--- src/rtl/mips_pkg.sv ---
// mips_pkg: shared constants and types for the MIPS instruction-fetch path
package mips_pkg;
  localparam int WORD_W = 32;
  localparam logic [WORD_W-1:0] PC_STEP = 32'd4;
  localparam logic [WORD_W-1:0] PC_RESET_DEFAULT = 32'h0000_0000;
  localparam logic [WORD_W-1:0] NOP_INST = 32'h0000_0000;
  typedef struct packed {
    logic [WORD_W-1:0] inst;
    logic [WORD_W-1:0] pc;
  } fetch_entry_t;
endpackage

--- src/rtl/mips_fetch_stage_if.sv ---
// mips_fetch_stage_if: instruction-memory, redirect and downstream handshake bundle
interface mips_fetch_stage_if #(parameter int IMEM_AW = 10);
  import mips_pkg::*;
  logic imem_en;
  logic [IMEM_AW-1:0] imem_addr;
  logic [WORD_W-1:0] imem_rdata;
  logic redirect;
  logic [WORD_W-1:0] redirect_pc;
  logic [WORD_W-1:0] INST;
  logic [WORD_W-1:0] inst_pc;
  logic inst_valid;
  logic inst_ready;
  modport master (
    output imem_en, imem_addr, INST, inst_pc, inst_valid,
    input imem_rdata, redirect, redirect_pc, inst_ready
  );
  modport slave (
    input imem_en, imem_addr, INST, inst_pc, inst_valid,
    output imem_rdata, redirect, redirect_pc, inst_ready
  );
endinterface

--- src/rtl/fetch_buf.sv ---
// fetch_buf: 2-entry registered queue of {inst, pc}; head is always entry 0
module fetch_buf import mips_pkg::*; (
  input  logic         CLK,
  input  logic         RST,
  input  logic         i_push,
  input  fetch_entry_t i_push_data,
  input  logic         i_pop,
  input  logic         i_flush,
  output fetch_entry_t o_head,
  output logic [1:0]   o_count
);
  fetch_entry_t r_q0, r_q1;
  logic [1:0] r_count;
  logic [1:0] w_slot;
  logic w_wr0, w_wr1;
  always_comb begin
    w_slot = r_count - {1'b0, i_pop};
    w_wr0 = i_push && w_slot == 2'd0;
    w_wr1 = i_push && w_slot == 2'd1;
  end
  always_ff @(posedge CLK) begin
    if (!RST) begin
      r_q0 <= '{inst: NOP_INST, pc: '0};
      r_q1 <= '{inst: NOP_INST, pc: '0};
      r_count <= '0;
    end else if (i_flush) begin
      r_count <= '0;
    end else begin
      assert (!(i_push && !i_pop && r_count == 2'd2));
      r_q0 <= w_wr0 ? i_push_data : (i_pop ? r_q1 : r_q0);
      r_q1 <= w_wr1 ? i_push_data : r_q1;
      r_count <= r_count + {1'b0, i_push} - {1'b0, i_pop};
    end
  end
  assign o_head = r_q0;
  assign o_count = r_count;
endmodule

--- src/rtl/mips_fetch_stage.sv ---
// mips_fetch_stage: PC register and issue control feeding a 2-entry instruction queue
module mips_fetch_stage import mips_pkg::*; #(
  parameter logic [WORD_W-1:0] PC_RESET = PC_RESET_DEFAULT,
  parameter int IMEM_AW = 10
) (
  input logic CLK,
  input logic RST,
  mips_fetch_stage_if.master bus
);
  logic [WORD_W-1:0] r_fetch_pc, r_req_pc;
  logic r_inflight;
  logic [1:0] w_count;
  fetch_entry_t w_head, w_push_data;
  logic w_pop, w_issue;
  logic [2:0] w_occ;
  logic [WORD_W-1:0] w_pc;
  always_comb begin
    w_pop = (w_count != 2'd0) & bus.inst_ready;
    // occupancy the queue will hold once this cycle's pop and pending response settle
    w_occ = {1'b0, w_count} + {2'b0, r_inflight} - {2'b0, w_pop};
    w_issue = RST & (bus.redirect | (w_occ < 3'd2));
    w_pc = bus.redirect ? {bus.redirect_pc[WORD_W-1:2], 2'b00} : r_fetch_pc;
    w_push_data = '{inst: bus.imem_rdata, pc: r_req_pc};
  end
  always_ff @(posedge CLK) begin
    if (!RST) begin
      r_fetch_pc <= PC_RESET;
      r_req_pc <= '0;
      r_inflight <= 1'b0;
    end else begin
      r_inflight <= w_issue;
      if (w_issue) begin
        r_req_pc <= w_pc;
        r_fetch_pc <= w_pc + PC_STEP;
      end
    end
  end
  fetch_buf u_buf (
    .CLK(CLK),
    .RST(RST),
    .i_push(r_inflight & ~bus.redirect),
    .i_push_data(w_push_data),
    .i_pop(w_pop),
    .i_flush(bus.redirect),
    .o_head(w_head),
    .o_count(w_count)
  );
  assign bus.imem_en = w_issue;
  assign bus.imem_addr = RST ? w_pc[IMEM_AW+1:2] : PC_RESET[IMEM_AW+1:2];
  assign bus.INST = w_head.inst;
  assign bus.inst_pc = w_head.pc;
  assign bus.inst_valid = w_count != 2'd0;
endmodule

--- src/flat_wrapper.sv ---
// flat-port wrapper written by rule: the top's interface ports become plain ports
module mips_fetch_stage_flat import mips_pkg::*;
#(
  parameter logic [WORD_W-1:0] PC_RESET = PC_RESET_DEFAULT,
  parameter int IMEM_AW = 10
)
  (CLK, RST, bus_imem_en, bus_imem_addr, bus_INST, bus_inst_pc, bus_inst_valid, bus_imem_rdata, bus_redirect, bus_redirect_pc, bus_inst_ready);
  mips_fetch_stage_if #(.IMEM_AW(IMEM_AW)) bus_i ();
  input logic CLK;
  input logic RST;
  output wire logic [$bits(bus_i.imem_en)-1:0] bus_imem_en;
  output wire logic [$bits(bus_i.imem_addr)-1:0] bus_imem_addr;
  output wire logic [$bits(bus_i.INST)-1:0] bus_INST;
  output wire logic [$bits(bus_i.inst_pc)-1:0] bus_inst_pc;
  output wire logic [$bits(bus_i.inst_valid)-1:0] bus_inst_valid;
  input wire logic [$bits(bus_i.imem_rdata)-1:0] bus_imem_rdata;
  input wire logic [$bits(bus_i.redirect)-1:0] bus_redirect;
  input wire logic [$bits(bus_i.redirect_pc)-1:0] bus_redirect_pc;
  input wire logic [$bits(bus_i.inst_ready)-1:0] bus_inst_ready;
  assign bus_imem_en = bus_i.imem_en;
  assign bus_imem_addr = bus_i.imem_addr;
  assign bus_INST = bus_i.INST;
  assign bus_inst_pc = bus_i.inst_pc;
  assign bus_inst_valid = bus_i.inst_valid;
  assign bus_i.imem_rdata = bus_imem_rdata;
  assign bus_i.redirect = bus_redirect;
  assign bus_i.redirect_pc = bus_redirect_pc;
  assign bus_i.inst_ready = bus_inst_ready;
  mips_fetch_stage #(.PC_RESET(PC_RESET), .IMEM_AW(IMEM_AW)) u_core (.CLK(CLK), .RST(RST), .bus(bus_i));
endmodule
--- config.mk ---
export PLATFORM = sky130hd
export DESIGN_NAME = mips_fetch_stage_flat
export DESIGN_NICKNAME = d
export VERILOG_FILES = /design/src/rtl/mips_pkg.sv /design/src/rtl/mips_fetch_stage_if.sv /design/src/rtl/fetch_buf.sv /design/src/rtl/mips_fetch_stage.sv /design/src/flat_wrapper.sv
export SDC_FILE = /design/constraint.sdc
export NUM_CORES = 1
export LEC_CHECK = 0
export ABC_AREA = 1
export CAP_MARGIN = 10
export CORE_MARGIN = 2
export CORE_UTILIZATION = 30
export CTS_CLUSTER_DIAMETER = 40
export DETAILED_ROUTE_END_ITERATION = 16
export GPL_TIMING_DRIVEN = 1
export HOLD_SLACK_MARGIN = 0.02
export SLEW_MARGIN = 15
export SYNTH_ARGS = -nofsm -noshare
export SYNTH_HDL_FRONTEND = slang
export SYNTH_HIERARCHICAL = 1
export SYNTH_SLANG_ARGS = --single-unit
--- constraint.sdc ---
create_clock -name CLK -period 4.5 [get_ports CLK]
set_input_delay 0.9 -clock CLK [delete_from_list [all_inputs] [get_ports CLK]]
set_output_delay 0.9 -clock CLK [all_outputs]
set_load 0.03 [all_outputs]
======== Yosys cells after proc, flatten, opt, wreduce, memory -nomap -nowiden ========
Cells that the tools add are included.
storage, ports and cells
  flip-flop bits (word level) ............. 195
  bits of input ports ..................... 68
  output and inout bits ................... 76
  word-level logic and storage cells ...... 34
cells by class
  add/subtract/negate cells ............... 6
  magnitude comparators ................... 1
  eq/ne operators ......................... 1
  muxes and demuxes ....................... 4
  bitwise operators ....................... 6
  reductions and logical operators ........ 8
operator list
  operator                                             count
  two-way mux 64 bit                                   2
  adder 32 x 3 -> 32 bit, second input constant        1
  two-way mux 32 bit                                   1
  two-way mux 10 bit                                   1
  AND reduction 2 bit                                  2
  nonzero test 2 bit                                   2
  subtractor 2 x 1 -> 2 bit                            2
  adder 2 x 1 -> 3 bit                                 1
  bitwise AND 1 bit                                    3
  < comparator 3 x 2 -> 1 bit, second input constant   1
  subtractor 3 x 1 -> 3 bit                            1
  adder 2 x 1 -> 2 bit                                 1
  equality test 2 x 1 -> 1 bit, second input constant  1
  logical AND 1 bit                                    2
  logical NOT 2 bit                                    1
  NOT 1 bit                                            2
  OR reduction 2 bit                                   1
  OR 1 bit                                             1

======== Longest topological paths before layout ========
  depth in word-level cells ............... 7
  depth in mapped cells ................... 15
  depth with buffers taken out ............ 14

======== Cells and area by module ========
The synthesis kept the hierarchy.
by module, submodules not included
  module            instances  cells an instance  area an instance (um^2)  seq. area each (um^2)
  fetch_buf         1          922                5,911.9                  2,602.5
  mips_fetch_stage  1          543                3,572.2                  1,221.2

======== Worst setup path after synthesis ========
No wires, ideal clock.
  path type ............................... input-to-output
  start point ............................. in bus_inst_ready
  end point ............................... out bus_imem_en
  data arrival time ....................... 2.555 ns
  required time ........................... 3.600 ns
  path slack .............................. 1.045 ns
  stages on the path ...................... 10
  buffers on the path ..................... 1
  path through ............................ o21a_1 > ha_1 > nor2_1 > fa_1 > inv_1 > nand3_1 > nand2_1 > nand2_2 > inv_1 > buf_2
between the ends
  cells in the longest elaborated chain, start to end .. 5
ends and longest elaborated chain
  item                         line                    source
  start, declared              flat_wrapper.sv:19      input wire logic [$bits(bus_i.inst_ready)-1:0] bus_inst_ready;
  bitwise AND 1 bit            mips_fetch_stage.sv:18  w_pop = (w_count != 2'd0) & bus.inst_ready;
  subtractor 3 x 1 -> 3 bit    mips_fetch_stage.sv:20  w_occ = {1'b0, w_count} + {2'b0, r_inflight} - {2'b0, w_pop};
  < comparator 3 x 2 -> 1 bit  mips_fetch_stage.sv:21  w_issue = RST & (bus.redirect | (w_occ < 3'd2));
  OR 1 bit                     mips_fetch_stage.sv:21
  bitwise AND 1 bit            mips_fetch_stage.sv:21
  end, declared                flat_wrapper.sv:11      output wire logic [$bits(bus_i.imem_en)-1:0] bus_imem_en;
No other way between the ends.

======== Final worst setup path ========
  start point ............................. in bus_inst_ready
  end point ............................... out bus_imem_en
between the ends
  cells in the longest elaborated chain, start to end .. 5
ends and longest elaborated chain
  item                         line                    source
  bitwise AND 1 bit            mips_fetch_stage.sv:18
  named net u_core.w_pop       mips_fetch_stage.sv:14  logic w_pop, w_issue;
  subtractor 3 x 1 -> 3 bit    mips_fetch_stage.sv:20
  < comparator 3 x 2 -> 1 bit  mips_fetch_stage.sv:21
  OR 1 bit                     mips_fetch_stage.sv:21
  bitwise AND 1 bit            mips_fetch_stage.sv:21
The timed path passes the listed nets, and every way through them passes these cells.

==> results by stage <==
Synthesis:
- In the post-synthesis netlist, the cell with the most instances is sky130_fd_sc_hd__nand2_1.
- In this run, distinct cell masters in the synthesized netlist total 38.
- The biggest area contributor in the post-synthesis netlist is sky130_fd_sc_hd__dfxtp_1.
- The portion of the post-synthesis area used by sequential elements is between 40 and 50%.
- The count of state elements after synthesis is 191.
- Counting flops with a built-in enable in the synthesized netlist gives 0.
- The cell area after synthesis is about 0.0095 mm^2.
- The number of instances in the synthesized netlist is 1465.
- For this run, asynchronously set or reset flops after synthesis account for 0%.
- The fraction of post-synthesis cell area in the top cell type by area is approximately 40%.
- The main flop type after synthesis is sky130_fd_sc_hd__dfxtp_1.
- For this run, the number of Yosys warnings is 6.
- In the post-synthesis netlist, the biggest area contributors are sky130_fd_sc_hd__dfxtp_1, sky130_fd_sc_hd__nand2_1, sky130_fd_sc_hd__nor2_1.
- Sorting the synthesized cells by how often they occur yields sky130_fd_sc_hd__nand2_1, sky130_fd_sc_hd__nor2_1, sky130_fd_sc_hd__dfxtp_1.
- The mean instance size in the synthesized netlist is 6.47 um^2.

Critical path:
- In this run the worst setup path begins at bus_inst_ready.
- The worst setup path is captured at an output port.
- For flop-to-flop paths, the worst setup slack is 1.79 ns.
- The critical register-to-register path endpoint is u_core/r_fetch_pc[13].
- The worst reg-to-reg path cell count is 14.
- In this run the worst setup path terminates at bus_imem_en.
- In this run the worst path has a maximum fanout of 3.
- The element type at the critical path start is an input port.
- The setup path with the least slack is of type in -> out.
- At the worst endpoint, the required time is 3.60 ns.
- The arrival time at the worst endpoint is 3.01 ns.
- The startpoint of the most critical register-to-register path is u_core/u_buf/o_count[1].

Pwr:
- Dividing total power by cell area gives a power density of 360 mW/mm^2.
- VDD sags by at most roughly 270 uV.
- For this design the static power due to leakage is 5.27 nW.

Worst hold path:
- The min-delay analysis places its worst path in the category reg -> reg.
- The number of stages on the worst hold path is 2.
- The beginning of the worst hold path is u_core/r_fetch_pc[6].

Clock network:
- The number of clock sinks is 191.
- The maximum buffer depth of the clock tree is 2.
- The number of hold buffers added after CTS is 0.
- Post-CTS repair changed the size of 0 cells.
- The clock tree root driver cell is sky130_fd_sc_hd__clkbuf_16.
- The number of buffers added for setup after CTS is 0.
- CTS built an H-tree with a depth of 4.
- The clock-pin slew reported for the worst setup and hold paths after clock tree synthesis is 0.07 ns.
- The number of buffers created by CTS is 17.
- The clock latency on the worst-skew pair is 0.44 ns.
- TritonCTS built the clock tree.

Final layout:
- The final layout contains 1636 nets.
- The fraction of layout instances using a drive strength above 1 is 8.19%.
- The number of filler instances in the final layout is 3319.
- The number of cells in the finished layout apart from fillers is 1979.
- The layout overhead on the synthesized area is 22.4%.

Routing:
- The DRC violations left is 0.
- The final wirelength is 26400 um.
- The average wire per cell in the routed design is 13.3 um.
- The post-detailed-route via-to-cell ratio is 4.50.
- The detail route stage leaves a number of antenna-violating nets equal to 0.
- The initial detailed-routing violation count is 579.
- The first TritonRoute pass finished after 5 iterations.
- The routed layout has between 8000 and 9000 vias.

Global routing:
- Global routing used 16.1% of the available tracks across all layers.
- The number of global-route vias before repair is 8311.
- The first-pass GRT wire length is 43000 um.
- The largest net degree at the start of global routing is 87.
- The initial antenna violation count is 3.
- Global routing finished with a remaining overflow of 0.

Status:
- The flow ran to the end, and the final reports show no timing, DRC or antenna violations.

Floorplan:
- The overall die area is between 0.03 and 0.04 mm^2.
- The total I/O pin count is 144.
- In this run the standard cell core region covers 0.0313 mm^2.
- The starting utilization of the core area is 30.3%.
- Row generation in the floorplan step produced between 60 and 70 rows.
- From left edge to right edge, the die measures 182 um.
- The height of the die is 182 um.

Placed design:
- The worst slack at placement is 0.592 ns.
- The total placed cells including tap cells is around 2000.
- The routability congestion estimate is roughly 0.88.
- The number of buffers inserted by port buffering is 141.
- The post-DP HPWL is 16800 um.

Timing:
- Counting I/O delays and the setup requirement, the final critical path takes 3.91 ns.
- In this run the tightest slew margin relative to its limit is a little over two fifths.
- Setup violations remaining at the end of the flow were counted as 0.
- Setup total negative slack on the finished layout was measured at 0 ns.
- Derived from the worst setup path, the maximum achievable clock frequency is 256 MHz.
- Setup repair after global routing left no endpoint under its margin.
- Between clock sinks in the finished design, the worst skew comes to 0.0126 ns.
- The max-slew violation total from the final report came to 0.
- Across all setup checks in the final design, the least slack found is 0.587 ns.
- After layout, the worst path uses ~87% of the clock period.
- The number of hold violations in the final report was 0.
- The transition time at the pin with the least slew margin is 0.863 ns.

Run:
- Across the run, the number of max-cap violations was 0.
-- critical path: stages --
cell and delay, ns:
sky130_fd_sc_hd__clkdlybuf4s50_1 0.46, sky130_fd_sc_hd__o21a_1 0.17, sky130_fd_sc_hd__ha_1 0.24, sky130_fd_sc_hd__nor2_1 0.14
sky130_fd_sc_hd__fa_1 0.43, sky130_fd_sc_hd__inv_1 0.06, sky130_fd_sc_hd__nand3_1 0.07, sky130_fd_sc_hd__nand2_1 0.09
sky130_fd_sc_hd__nand2_2 0.07, sky130_fd_sc_hd__inv_1 0.18, sky130_fd_sc_hd__buf_4 0.19
-- flip-flops by register name, summed over array words and instances, names as in the netlist --
| signal | cells |
|---|---|
| u_core/u_buf/o_head | 64 |
| u_core/u_buf/r_q1 | 64 |
| u_core/r_fetch_pc | 30 |
| u_core/r_req_pc | 30 |
| u_core/u_buf/o_count | 2 |
| u_core/r_inflight | 1 |
-- per-layer routing --
layer  share of wire (%)  track usage [%]  vias to the layer above
met5               0.030                0                        -
met4                 1.3             4.29                        2
met3                 4.1             3.49                       23
met2                  46             26.9                      168
met1                  48             21.0                     4039
li1                    -                -                     4682
-- worst min path at each step --
stage                                 end
finish               u_core/r_fetch_pc[6]
global route         u_core/r_fetch_pc[6]
CTS                  u_core/r_fetch_pc[6]
detailed placement   u_core/r_fetch_pc[6]
global placement    u_core/r_fetch_pc[30]
floorplan           u_core/r_fetch_pc[30]
-- cell type report --
| class | instances | area [um^2] | share of cell area (%) |
|---|---|---|---|
| timing repair buffer | 158 | 1540 | 13.3 |
| clock inverter | 13 | 123 | 1.06 |
| multi-input combinational | 1070 | 4720 | 40.6 |
| tap | 402 | 503 | 4.33 |
| clock buffer | 18 | 429 | 3.70 |
| antenna | 2 | 5.00 | 0.0431 |
| inverter | 125 | 469 | 4.04 |
| sequential | 191 | 3820 | 32.9 |
-- power breakdown --
part / internal [mW] / switching [mW] / leakage [nW]
logic: 0.304 / 0.539 / 3.44
registers: 1.81 / 0.0628 / 1.56
clock network: 0.731 / 0.733 / 0.270
total: 2.84 / 1.34 / 5.27
-- cell usage in the layout (no fill, tap or decap), types with 2 or more instances in the layout --
cell / count
sky130_fd_sc_hd__nand3_2: 4
sky130_fd_sc_hd__nand3_1: 99
sky130_fd_sc_hd__inv_2: 7
sky130_fd_sc_hd__clkdlybuf4s50_1: 138
sky130_fd_sc_hd__nor3_1: 3
sky130_fd_sc_hd__clkinv_4: 4
sky130_fd_sc_hd__buf_4: 18
sky130_fd_sc_hd__inv_6: 4
sky130_fd_sc_hd__nor2_1: 311
sky130_fd_sc_hd__inv_8: 4
sky130_fd_sc_hd__o211ai_1: 2
sky130_fd_sc_hd__nand4_1: 3
sky130_fd_sc_hd__o21ai_0: 110
sky130_fd_sc_hd__clkbuf_16: 17
sky130_fd_sc_hd__conb_1: 4
sky130_fd_sc_hd__ha_1: 4
sky130_fd_sc_hd__dfxtp_1: 191
sky130_fd_sc_hd__xor2_1: 2
sky130_fd_sc_hd__nand2_1: 434
sky130_fd_sc_hd__diode_2: 2
sky130_fd_sc_hd__nor2_2: 12
sky130_fd_sc_hd__nand2_4: 6
sky130_fd_sc_hd__a21oi_1: 16
sky130_fd_sc_hd__o21ai_2: 5
sky130_fd_sc_hd__nand2_2: 32
sky130_fd_sc_hd__o21a_1: 2
sky130_fd_sc_hd__inv_1: 118
sky130_fd_sc_hd__nand3b_1: 2
sky130_fd_sc_hd__nor2_4: 10
-- through the flow --
step | hold WS, ns | util (%) | instance area (um^2) | power (mW)
after global routing | 0.471 | 37.1 | 11600 | 4.41
after CTS | 0.456 | 37.1 | 11600 | 4.23
after detailed placement | 0.442 | 35.3 | 11100 | 2.75
after floorplan | 0.426 | - | 9500 | 2.46
after global placement | 0.439 | 35.3 | 11100 | 2.74
final | 0.455 | 37.1 | 11600 | 4.18
-- cell families (layout without fill, tap and decap cells) --
logic type | after synthesis | after routing | synth area share, %
DFF | 191 | 191 | 40.3
AOI/OAI and AO/OA | 138 | 138 | 7.63
and+or+nand+nor | 920 | 920 | 40.7
xor gates and xnor gates | 3 | 3 | 0.277
other | 1 | 6 | 0.0395
adders and majority gates | 5 | 5 | 0.739
buffers and inverters | 207 | 314 | 10.3
No activity file was read; power rests on OpenSTA's default activity.
